--- src/rtl/mips_store_monitor.sv ---
// Store-bus monitor for the multicycle MIPS core: logs stores into a FIFO and
// resolves a PASS / FAIL / TIMEOUT verdict from the store stream.
module mips_store_monitor #(
  parameter logic [31:0] PASS_ADDR    = 32'd84,
  parameter logic [31:0] PASS_DATA    = 32'd7,
  parameter logic [31:0] SCRATCH_ADDR = 32'd80,
  parameter int          DEPTH        = 8,
  parameter logic [31:0] TIMEOUT      = 32'd1000
) (
  input  logic        clk,
  input  logic        reset,
  input  logic        memwrite,
  input  logic [31:0] dataadr,
  input  logic [31:0] writedata,
  input  logic        clear,
  input  logic        rd_en,
  output logic        rd_valid,
  output logic [31:0] rd_addr,
  output logic [31:0] rd_data,
  output logic        pass,
  output logic        fail,
  output logic        timeout,
  output logic        overflow,
  output logic [15:0] store_count
);

  localparam int AW = $clog2(DEPTH);

  typedef enum logic [1:0] {S_RUN, S_PASS, S_FAIL, S_TOUT} state_t;

  state_t      r_state;
  logic [1:0]  r_rst_sync;
  logic [31:0] r_cycles;
  logic [15:0] r_store_count;
  logic        r_pass;
  logic        r_fail;
  logic        r_timeout;
  logic        r_overflow;
  logic [AW:0] r_wr_ptr;
  logic [AW:0] r_rd_ptr;
  logic [31:0] r_mem_addr [DEPTH];
  logic [31:0] r_mem_data [DEPTH];

  logic        w_active;
  logic        w_empty;
  logic        w_full;
  logic        w_accept;
  logic        w_pop;
  logic        w_push;
  logic        w_drop;
  logic [31:0] w_cycles_next;

  // Reset asserts asynchronously but releases only after two clean clock edges.
  always_ff @(posedge clk or negedge reset) begin
    if (!reset) r_rst_sync <= 2'b00;
    else        r_rst_sync <= {r_rst_sync[0], 1'b1};
  end

  assign w_active      = r_rst_sync[1];
  assign w_empty       = (r_wr_ptr == r_rd_ptr);
  assign w_full        = (r_wr_ptr[AW] != r_rd_ptr[AW]) &&
                         (r_wr_ptr[AW-1:0] == r_rd_ptr[AW-1:0]);
  assign w_accept      = w_active && !clear && memwrite && (r_state == S_RUN);
  assign w_pop         = w_active && !clear && rd_en && !w_empty;
  // A full FIFO still takes the store when the head is popped in the same cycle.
  assign w_push        = w_accept && (!w_full || w_pop);
  assign w_drop        = w_accept && w_full && !w_pop;
  assign w_cycles_next = r_cycles + 32'd1;

  always_ff @(posedge clk or negedge reset) begin
    if (!reset) begin
      for (int i = 0; i < DEPTH; i++) begin
        r_mem_addr[i] <= '0;
        r_mem_data[i] <= '0;
      end
    end else if (w_push) begin
      r_mem_addr[r_wr_ptr[AW-1:0]] <= dataadr;
      r_mem_data[r_wr_ptr[AW-1:0]] <= writedata;
    end
  end

  always_ff @(posedge clk or negedge reset) begin
    if (!reset) begin
      r_state       <= S_RUN;
      r_cycles      <= '0;
      r_store_count <= '0;
      r_pass        <= 1'b0;
      r_fail        <= 1'b0;
      r_timeout     <= 1'b0;
      r_overflow    <= 1'b0;
      r_wr_ptr      <= '0;
      r_rd_ptr      <= '0;
    end else if (w_active) begin
      if (clear) begin
        r_state       <= S_RUN;
        r_cycles      <= '0;
        r_store_count <= '0;
        r_pass        <= 1'b0;
        r_fail        <= 1'b0;
        r_timeout     <= 1'b0;
        r_overflow    <= 1'b0;
        r_wr_ptr      <= '0;
        r_rd_ptr      <= '0;
      end else begin
        if (r_state == S_RUN) begin
          r_cycles <= w_cycles_next;
          // A store decided on the timeout cycle overrides the timeout.
          if (memwrite) begin
            if (dataadr == PASS_ADDR && writedata == PASS_DATA) begin
              r_state <= S_PASS;
              r_pass  <= 1'b1;
            end else if (dataadr != SCRATCH_ADDR) begin
              r_state <= S_FAIL;
              r_fail  <= 1'b1;
            end else if (w_cycles_next == TIMEOUT) begin
              r_state   <= S_TOUT;
              r_timeout <= 1'b1;
            end
          end else if (w_cycles_next == TIMEOUT) begin
            r_state   <= S_TOUT;
            r_timeout <= 1'b1;
          end
        end
        if (w_accept && r_store_count != 16'hFFFF)
          r_store_count <= r_store_count + 16'd1;
        if (w_drop)
          r_overflow <= 1'b1;
        if (w_push)
          r_wr_ptr <= r_wr_ptr + 1'b1;
        if (w_pop)
          r_rd_ptr <= r_rd_ptr + 1'b1;
      end
    end
  end

  assign rd_valid    = !w_empty;
  assign rd_addr     = r_mem_addr[r_rd_ptr[AW-1:0]];
  assign rd_data     = r_mem_data[r_rd_ptr[AW-1:0]];
  assign pass        = r_pass;
  assign fail        = r_fail;
  assign timeout     = r_timeout;
  assign overflow    = r_overflow;
  assign store_count = r_store_count;

endmodule

--- config.mk ---
export PLATFORM = sky130hd
export DESIGN_NAME = mips_store_monitor
export DESIGN_NICKNAME = d
export VERILOG_FILES = /design/src/rtl/mips_store_monitor.sv
export SDC_FILE = /design/constraint.sdc
export NUM_CORES = 1
export LEC_CHECK = 0
export CORE_ASPECT_RATIO = 0.5
export CORE_MARGIN = 8
export CORE_UTILIZATION = 45
export DETAILED_ROUTE_END_ITERATION = 12
export PLACE_DENSITY = 0.75
export SYNTH_ARGS = -nofsm -noshare
export SYNTH_HDL_FRONTEND = slang
export SYNTH_SLANG_ARGS = --single-unit
--- constraint.sdc ---
create_clock -name clk -period 2.74 [get_ports clk]
set_input_delay 0.685 -clock clk [delete_from_list [all_inputs] [get_ports clk]]
set_output_delay 0.685 -clock clk [all_outputs]
set_load 0.02 [all_outputs]
# Yosys cells after proc, flatten, opt, wreduce, memory -nomap -nowiden
# Cells that the tools add are included.
# Widths: inputs -> output; s select.
[classes]
eq_ne = 11
n_lt_le_gt_ge = 3
n_reduce_logical = 34
mux = 41
bitwise_logic = 2
n_addsub = 4
[op_table]
columns = ["op", "n"]
rows = [
  ["$bwmux 256", 2],
  ["$mux 32", 7],
  ["$bmux 32 s3", 2],
  ["$demux 32 s3", 1],
  ["$add 32x1->32 const B", 1],
  ["$eq 32x10->1 const B", 1],
  ["$eq 32x3->1 const B", 1],
  ["$eq 32x7->1 const B", 1],
  ["$mux 16", 2],
  ["$ne 32x7->1 const B", 1],
  ["$mux 1", 17],
  ["$add 16x1->16 const B", 1],
  ["$mux 4", 4],
  ["$ne 16x16->1 const B", 1],
  ["$reduce_bool 2->1", 8],
  ["$logic_and 1x1->1", 12],
  ["$mux 2", 6],
  ["$reduce_and 2->1", 5],
  ["$add 4x1->4 const B", 2],
  ["$ge 4x4->1 const B", 2],
  ["$not 3->4", 2],
  ["$reduce_and 4->1", 2],
  ["$ne 3x3->1 const B", 2],
  ["$reduce_and 5->1", 1],
  ["8 further kinds", 11],
]
[word_totals]
in_bits = 69
output_inout_bits = 85
regBits = 576
wordCells = 121

# Longest topological paths before layout
# Gate-level depths: netlist of run 1.
[depth]
depth_word = 8
ltp_mapped = 10
ltp_nobuf = 8

# Least setup slack after synthesis of run 1
# No wires, ideal clock.
[synth_timing]
path_kind = "reg-to-output"
startpoint = "register r_rd_ptr[0]"
endpoint = "output rd_addr[0]"
stages_incl_launch_ff = 6
arrival_ps = 2204
slack_ps = -149
t_required_ps = 2055
path_buffers = 3
path_cell_list = "dfrtp_1 -> clkbuf_1 -> clkbuf_1 -> buf_1 -> mux4_2 -> mux2_2"
[synth_via]
elab_chain_cells = 4
[synth_rtl]
columns = ["item", "line", "rtl"]
rows = [
  ["start, declared", "40", "logic [AW:0] r_rd_ptr;"],
  ["start signal, assigned", "131", "r_rd_ptr <= r_rd_ptr + 1'b1;"],
  ["$not 3->4 (not written as such)", "137", "assign rd_addr = r_mem_addr[r_rd_ptr[AW-1:0]];"],
  ["$bmux 32 s3", "137", ""],
  ["$mux 32 (not written as such) (2 in series)", "137", ""],
  ["end, declared", "18", "output logic [31:0] rd_addr,"],
]
# No other way between the ends. The select of a mux whose other input is x is not followed.

# Final worst setup path of run 1
[layout_timing]
startpoint = "register r_rd_ptr[0]"
endpoint = "output rd_data[1]"
[layout_via]
elab_chain_cells = 4
[layout_rtl]
columns = ["item", "line", "rtl"]
rows = [
  ["$not 3->4 (not written as such)", "138", "assign rd_data = r_mem_data[r_rd_ptr[AW-1:0]];"],
  ["$bmux 32 s3", "138", ""],
  ["$mux 32 (not written as such) (2 in series)", "138", ""],
  ["end, declared", "19", "output logic [31:0] rd_data,"],
]
# No other way between the ends. The select of a mux whose other input is x is not followed.

==> metrics.md, run 1 <==
| Metric | Value |
|---|---|
| Max_cap viols | `0` |
| Grt ovf | `0` |
| Drt wl/cell | `26.4 microns` |
| Slew HR | `57.5%` |
| First DRT Iteration DRCs | `1324` |
| CTS sink count | `576` |
| Sequential-to-total area share from yosys stat | `54.2%` |
| Setup CP Type | `register to output pin` |
| Num CTS Buffers | `53` |
| Fmax | `0.318 GHz` |
| Async set-reset flop share out of synthesis | `100%` |
| Worst Path Arrival | `2.46 ns` |
| Dpl hpwl | `42.9 mm` |
| Maximum level of the CTS H-tree | `2` |
| Max-slew violation count | `0` |
| Yosys warnings | `0` |
| Starting Density | `45.2%` |
| P_int | `19.1 mW` |
| Final hold viol count | `0` |
| Worst path most repeated cell | `buf_12` |
| Routed Antenna Nets | `0` |
| Final wirelength | `78.6 mm` |
| Post-Synth XOR/XNOR Area | `1.12%` |
| Final setup viols | `444` |
| Setup TNS | `-51.42 ns` |
| Combinational Power Share | `30.4%` |
| Post-Synth Adder-Cell Area | `0.188%` |
| LEAKAGE | `16.9 nW` |
| Post-synth EDFFs | `0` |
| Crit path largest cell delay | `0.53 ns` |
| Cells after synthesis | `1762` |
| Min-delay worst type | `input pin to asynchronous set/reset pin` |
| Crit share post-route | `115%` |
| Crit-path max FO | `8` |
| Seq cells post-synth | `576` |
| Worst Skew | `0.0206 ns` |
| Die ar. | `0.0676 sq mm` |
| NetSw | `7.41 mW` |
| Port buffer count | `153` |
| WP data required | `2.06 ns` |
| Drt drc | `0` |
| Core area | `0.0588 sq mm` |
| Mux cell area share after synthesis | `35.4%` |
| Failing checks | `setup timing` |
| CP startpoint kind | `register` |
| Crit-path cells | `buf_12 > buf_16 > buf_12 > mux4_2 > mux2_4 > buf_6` |
| Height of the die | `188 microns` |
| Area Growth Syn to Fin | `35.3%` |
| Largest net degree at the start of global routing | `75` |
| Fin util | `61.1%` |
| Share of total power in the clock network | `30.5%` |
| Die W | `360 microns` |
| P per Cell Area | `738 mW/mm^2` |
| Final nets | `2224` |
| Setup WS post-layout | `-0.408 ns` |
| Largest family of logic cells by synthesized area | `multiplexers` |
| Clock root buffer | `clkbuf_16` |
| Crit path buf inv count | `4` |
| Placement row count | `63` |
| Routability Congestion | `0.811` |
| Synthesized area | `0.0266 sq mm` |
| DR vias/cell | `5.94` |
| Clock Pin Slew Worst Setup and Hold Paths | `0.06 ns` |
| Status | `finished with violations` |
| Crit-path slowest cell | `mux4_2` |
| Worst Tran Pin Value | `0.637 ns` |
| Hold Buf Count CTS | `0` |
| Vias | `17.7k` |
| Final min period | `3.15 ns` |
| Crit end category | `output pin` |
| Syn_nets | `1835` |
| Top FF cell, synth | `dfrtp_1` |
| Family with the most delay on the worst path | `multiplexers` |
| Synth Area in Compound Gates | `2.04%` |
| Post-synth cell types | `56` |
| Worst ir drop on vdd | `0.000559 V` |
| Synth Area per Inst | `15.1 sq um` |
| 1st-pass router iterations | `7` |
| Vias in the first global route | `18.1k` |
| Gr usage total | `19.3%` |
| Clock tree from TritonCTS | `yes` |
| Seq pwr share | `39.2%` |
| Layout cell share with drive strength beyond 1 | `53.5%` |
| Clock Tree Buf Depth | `3` |
| First-pass GRT wire length | `106 mm` |
| Unrepaired setup endpoints after global routing | `yes` |
| Simple-gate area share of the yosys netlist | `4.62%` |
| Insertion delay to the later sink of the worst-skew pair | `0.60 ns` |
| Initial antenna violation count | `1` |
| I/O Pins | `154` |
| Switching share of power | `27.9%` |
| Overall power | `26.5 mW` |
flip-flops by register name, indices dropped and copies added (netlist names):
name	cells
r_mem_addr	256
r_mem_data	256
r_cycles	32
store_count	16
r_rd_ptr	4
r_wr_ptr	4
r_rst_sync	2
r_state	2
fail	1
overflow	1
pass	1
timeout	1
power by group through the flow:
| stage | logic, mW | clock network (mW) | registers, mW |
|---|---|---|---|
| 2_1_floorplan | 3.82 | 0 | 10.2 |
| 3_3_place_gp | 6.36 | 0 | 10.3 |
| 3_5_place_dp | 6.46 | 0 | 10.4 |
| 4_1_cts | 7.05 | 8.09 | 10.2 |
| 5_1_grt | 8.43 | 8.50 | 10.5 |
| 6_report | 8.05 | 8.08 | 10.4 |
area by class of cell:
type | instances | area, sq um
diodes | 1 | 2.50
clock buffers | 78 | 1570
clock inverters | 19 | 307
fillers | 3969 | 22800
inverters | 10 | 37.5
multi-input cells | 1062 | 13100
flip-flops and latches | 576 | 14400
well taps | 780 | 976
repair buffers | 448 | 5520
cells by family (layout without fill, tap and decap cells):
| group | count (synthesis) | after routing |
|---|---|---|
| muxes | 708 | 708 |
| DFF | 576 | 576 |
| and+or+nand+nor | 229 | 229 |
| buffers and inverters | 124 | 555 |
| AOI/OAI and AO/OA | 86 | 86 |
| xor gates and xnor gates | 34 | 34 |
| adders and majority gates | 4 | 4 |
| other | 1 | 2 |
metrics by stage:
stage               hold WS [ns]  area (sq um)  std cells  setup slack, ns
floorplan                  0.331         26600       1762            0.127
global placement           0.337         30900       2805           -0.480
detailed placement         0.346         30900       2805           -0.499
CTS                        0.101         33400       2923           -0.452
global route               0.115         36000       2974           -0.454
finish                    0.0935         36000       2974           -0.408
Yosys cell counts (all sizes together), types with 6 or more instances:
library cell / count / share of area [%]
clkbuf: 43 / 0.61
nand4: 24 / 0.56
xor2: 18 / 0.59
mux4: 128 / 11
o31ai: 6 / 0.17
inv: 10 / 0.14
buf: 71 / 1.6
xnor2: 16 / 0.53
nor2: 37 / 0.58
o22ai: 8 / 0.19
a31oi: 6 / 0.14
nor4: 13 / 0.33
nand2: 68 / 0.96
nor3: 18 / 0.38
and2: 6 / 0.14
or3: 9 / 0.21
and4: 13 / 0.43
mux2: 578 / 24
nand3: 20 / 0.38
dfrtp: 576 / 54
o21ai: 41 / 0.77
worst register-to-register path: stages (launching register included):
cell	delay (ns)
dfrtp_4	0.50
buf_6	0.14
buf_12	0.14
buf_8	0.13
buf_12	0.12
xnor2_4	0.12
nand3_2	0.07
a311oi_2	0.05
or3_4	0.47
nor3b_4	0.35
buf_12	0.21
clkbuf_16	0.19
mux2_4	0.31
layout by cell type, fill, tap and decap left out, drive strengths merged, types with 13 or more instances in the layout:
master,n
mux2,578
dfrtp,576
buf,331
mux4,128
clkbuf,108
clkdlybuf4s50,87
nand2,68
o21ai,41
nor2,37
nand4,24
nand3,20
xor2,18
nor3,18
xnor2,16
and4,13
nor4,13
metal layers:
metal | vias up | routed length (microns) | track usage (%) | share of wire [%]
li1 | 7388 | - | - | -
met1 | 9533 | 32500 | 25.5 | 41
met2 | 576 | 39800 | 33.6 | 51
met3 | 164 | 4100 | 2.36 | 5.2
met4 | 0 | 2190 | 5.45 | 2.8
met5 | - | 0 | 0 | 0
final timing paths:
kind	startpoint	to	slack (ns)	depth (start not counted)
worst max-delay path	r_rd_ptr[0]$_DFFE_PN0P_	rd_data[1]	-0.41	6
worst min-delay path	reset	r_mem_data[146]$_DFFE_PN0P_	0.09	1
worst max register to register	r_rd_ptr[0]$_DFFE_PN0P_	r_mem_data[110]$_DFFE_PN0P_	-0.17	12
worst min register to register	r_rst_sync[0]$_DFF_PN0_	r_rst_sync[1]$_DFF_PN0_	0.36	0
max in group asynchronous	reset	r_mem_addr[219]$_DFFE_PN0P_	1.71	2
min in group clk	r_rst_sync[0]$_DFF_PN0_	r_rst_sync[1]$_DFF_PN0_	0.36	0
what timing repair did:
item / in CTS / in global routing
setup buffers: 15 / 21
resized for setup: 406 / 444
gates cloned: 7 / 31
pin swaps: 4 / 15
setup endpoints to repair: 471 / 520
Power figures use the tool's default switching activity.
==> inputs of run 2 (changes only) <==
Settings changed: PLACE_DENSITY 0.75 to 0.73.
Clock period 2.74 ns to 3.7 ns, I/O delays scaled along.
==> run 2 against run 1 <==
Clock power fell by 26%. Non-clock buffer count decreased by 200. Highest routed layer unchanged. Critical endpoint is now rd_addr[27]. Die area unchanged. Sequential cell count unchanged. The run now ends clean.
==> metrics.md, run 2 (synthesis gave the netlist of run 1 again) <==
| Metric | Value |
|---|---|
| Status | `complete, no violations` |
| DR vias/cell | `5.73 (-3.4%)` |
| Min-delay worst type | `input pin to asynchronous set/reset pin` |
| Clock Pin Slew Worst Setup and Hold Paths | `0.06 ns (about the same)` |
| Setup CP Type | `register to output pin` |
| Setup TNS | `0 ns (+51.42 ns)` |
| Height of the die | `188 microns (unchanged)` |
| R2R Path End | `r_mem_data[6]$_DFFE_PN0P_` |
| P per Cell Area | `566 mW/mm^2 (-23%)` |
| Grt ovf | `0 (unchanged)` |
| Fin cells | `2775 (-6.7%)` |
| Crit path buf inv count | `3 (-1)` |
| Starting Density | `45.2% (unchanged)` |
| Max-slew violation count | `0 (unchanged)` |
| Num CTS Buffers | `54 (+1.9%)` |
| Hold Buf Count CTS | `0 (unchanged)` |
| Commonest non-fill, non-tap cell in the layout | `dfrtp_1` |
| Worst Tran Pin Value | `0.716 ns (+0.0782 ns)` |
| Largest net degree at the start of global routing | `91 (+21%)` |
| Maximum level of the CTS H-tree | `2 (unchanged)` |
| Insertion delay to the later sink of the worst-skew pair | `0.59 ns (about the same)` |
| Initial antenna violation count | `1 (unchanged)` |
| Routed Antenna Nets | `0 (unchanged)` |
| Overall power | `17.9 mW (-32%)` |
| Final wirelength | `61.8 mm (-21%)` |
| Clock root buffer | `clkbuf_16` |
| Final Hold Slack | `0.305 ns (+0.211 ns)` |
| Fmax | `0.275 GHz` |
| Final nets | `2025 (-8.9%)` |
| Drt drc | `0 (unchanged)` |
| Crit end category | `output pin` |
| First-pass GRT wire length | `100 mm (-5.1%)` |
| Crit-path slowest cell | `clkdlybuf4s50_1` |
| Reg2Reg Depth | `7 (-5)` |
| Final hold viol count | `0 (unchanged)` |
| Crit share post-route | `98.3%` |
| Gr usage total | `18.3% (-1.0 points)` |
| Clock tree from TritonCTS | `yes` |
| Max_cap viols | `0 (unchanged)` |
| Final setup viols | `0 (-100%)` |
| Worst ir drop on vdd | `0.000425 V (-24%)` |
| Vias | `15.9k (-9.9%)` |
| Final min period | `3.64 ns` |
| 1st-pass router iterations | `5 (-2)` |
| First DRT Iteration DRCs | `1079 (-19%)` |
| Crit-path cells | `buf_4 > buf_16 > mux4_2 > mux2_2 > clkdlybuf4s50_1` |
| Unrepaired setup endpoints after global routing | `no` |
| WP data required | `2.77 ns (+0.71 ns)` |
| I/O Pins | `154 (unchanged)` |
| Family with the most delay on the worst path | `buffers and inverters` |
| Layout cell share with drive strength beyond 1 | `42.3% (-11 points)` |
| Die ar. | `0.0676 sq mm (unchanged)` |
| Reg2Reg Launch Point | `r_rd_ptr[2]$_DFFE_PN0P_` |
| Worst Skew | `0.0193 ns (-0.00136 ns)` |
| Slew HR | `51.9% (-5.6 points)` |
| CP startpoint kind | `register` |
| Cell count after placement | `2667 (-4.9%)` |
| Dpl hpwl | `37.8 mm (-12%)` |
| Core area | `0.0588 sq mm (unchanged)` |
| Worst Path Arrival | `2.71 ns (+0.25 ns)` |
| Clock Tree Buf Depth | `3 (unchanged)` |
| Drt wl/cell | `22.3 microns (-16%)` |
| Most frequent cells in the layout | `dfrtp_1 (573), mux2_2 (513), mux4_2 (128), clkdlybuf4s50_1 (90), nand2_1 (68)` |
| CTS sink count | `576 (unchanged)` |
| Vias in the first global route | `17.2k (-5.5%)` |
| Crit-path max FO | `12 (+4)` |
| Crit path largest cell delay | `0.54 ns (about the same)` |
| Area Growth Syn to Fin | `19.0%` |
| Port buffer count | `153 (unchanged)` |
| Routability Congestion | `0.830 (+2.3%)` |
| Placement row count | `63 (unchanged)` |
| Reg2Reg Setup Slack | `0.58 ns (+0.75 ns)` |
| Die W | `360 microns (unchanged)` |
| LEAKAGE | `14.5 nW (-14%)` |
| Regs by FF count | `r_mem_addr (256), r_mem_data (256), r_cycles (32)` |
run 2: worst max-delay path by stage:
stage / from / end / slack [ns] / cells after the start
after floorplan: r_rd_ptr[0]$_DFFE_PN0P_ / rd_addr[0] / 0.57 / 5
after global routing: r_rd_ptr[0]$_DFFE_PN0P_ / rd_addr[23] / 0.008 / 5
after detailed placement: writedata[10] / pass$_DFFE_PN0P_ / -0.03 / 10
after CTS: r_rd_ptr[0]$_DFFE_PN0P_ / rd_addr[6] / 0.002 / 7
after global placement: writedata[10] / r_state[1]$_DFFE_PN0P_ / -0.04 / 9
final: r_rd_ptr[0]$_DFFE_PN0P_ / rd_addr[27] / 0.06 / 5
run 2: power by group:
part | switching (mW) | internal (mW)
sequential | 0.451 | 7.15
clock | 2.43 | 3.53
combinational | 2.01 | 2.35
total | 4.89 | 13.0
run 2: metrics by stage:
step           utilization [%]  worst slack [ns]  instance area (sq um)
3_3_place_gp              50.3           -0.0445                  29600
2_1_floorplan                -             0.571                  26600
6_report                  53.8            0.0626                  31600
5_1_grt                   53.8           0.00792                  31600
3_5_place_dp              50.3           -0.0312                  29600
4_1_cts                   53.8           0.00175                  31600
run 2: timing repair:
item / 4_1_cts / 5_1_grt
buffers inserted: 7 / 0
setup endpoints to repair: 55 / 23
gates resized for setup: 71 / 13
gates cloned: 3 / 0
run 2: area by class of cell:
type                       instances  area, sq um
fill                            4742        27200
inverter                          10         37.5
sequential                       576        14400
antenna                            1         2.50
multi-input combinational       1062        11600
clock buffer                      71         1530
clock inverter                    27          383
tap                              780          976
timing repair buffer             248         2730
run 2: per-layer routing:
metal	wire length [microns]	global-route usage [%]	vias up	share of wire [%]
li1	-	-	6995	-
met1	27400	24.8	8582	44
met2	31100	31.2	246	50
met3	1920	2.28	89	3.1
met4	1470	4.76	0	2.4
met5	0	0	-	0
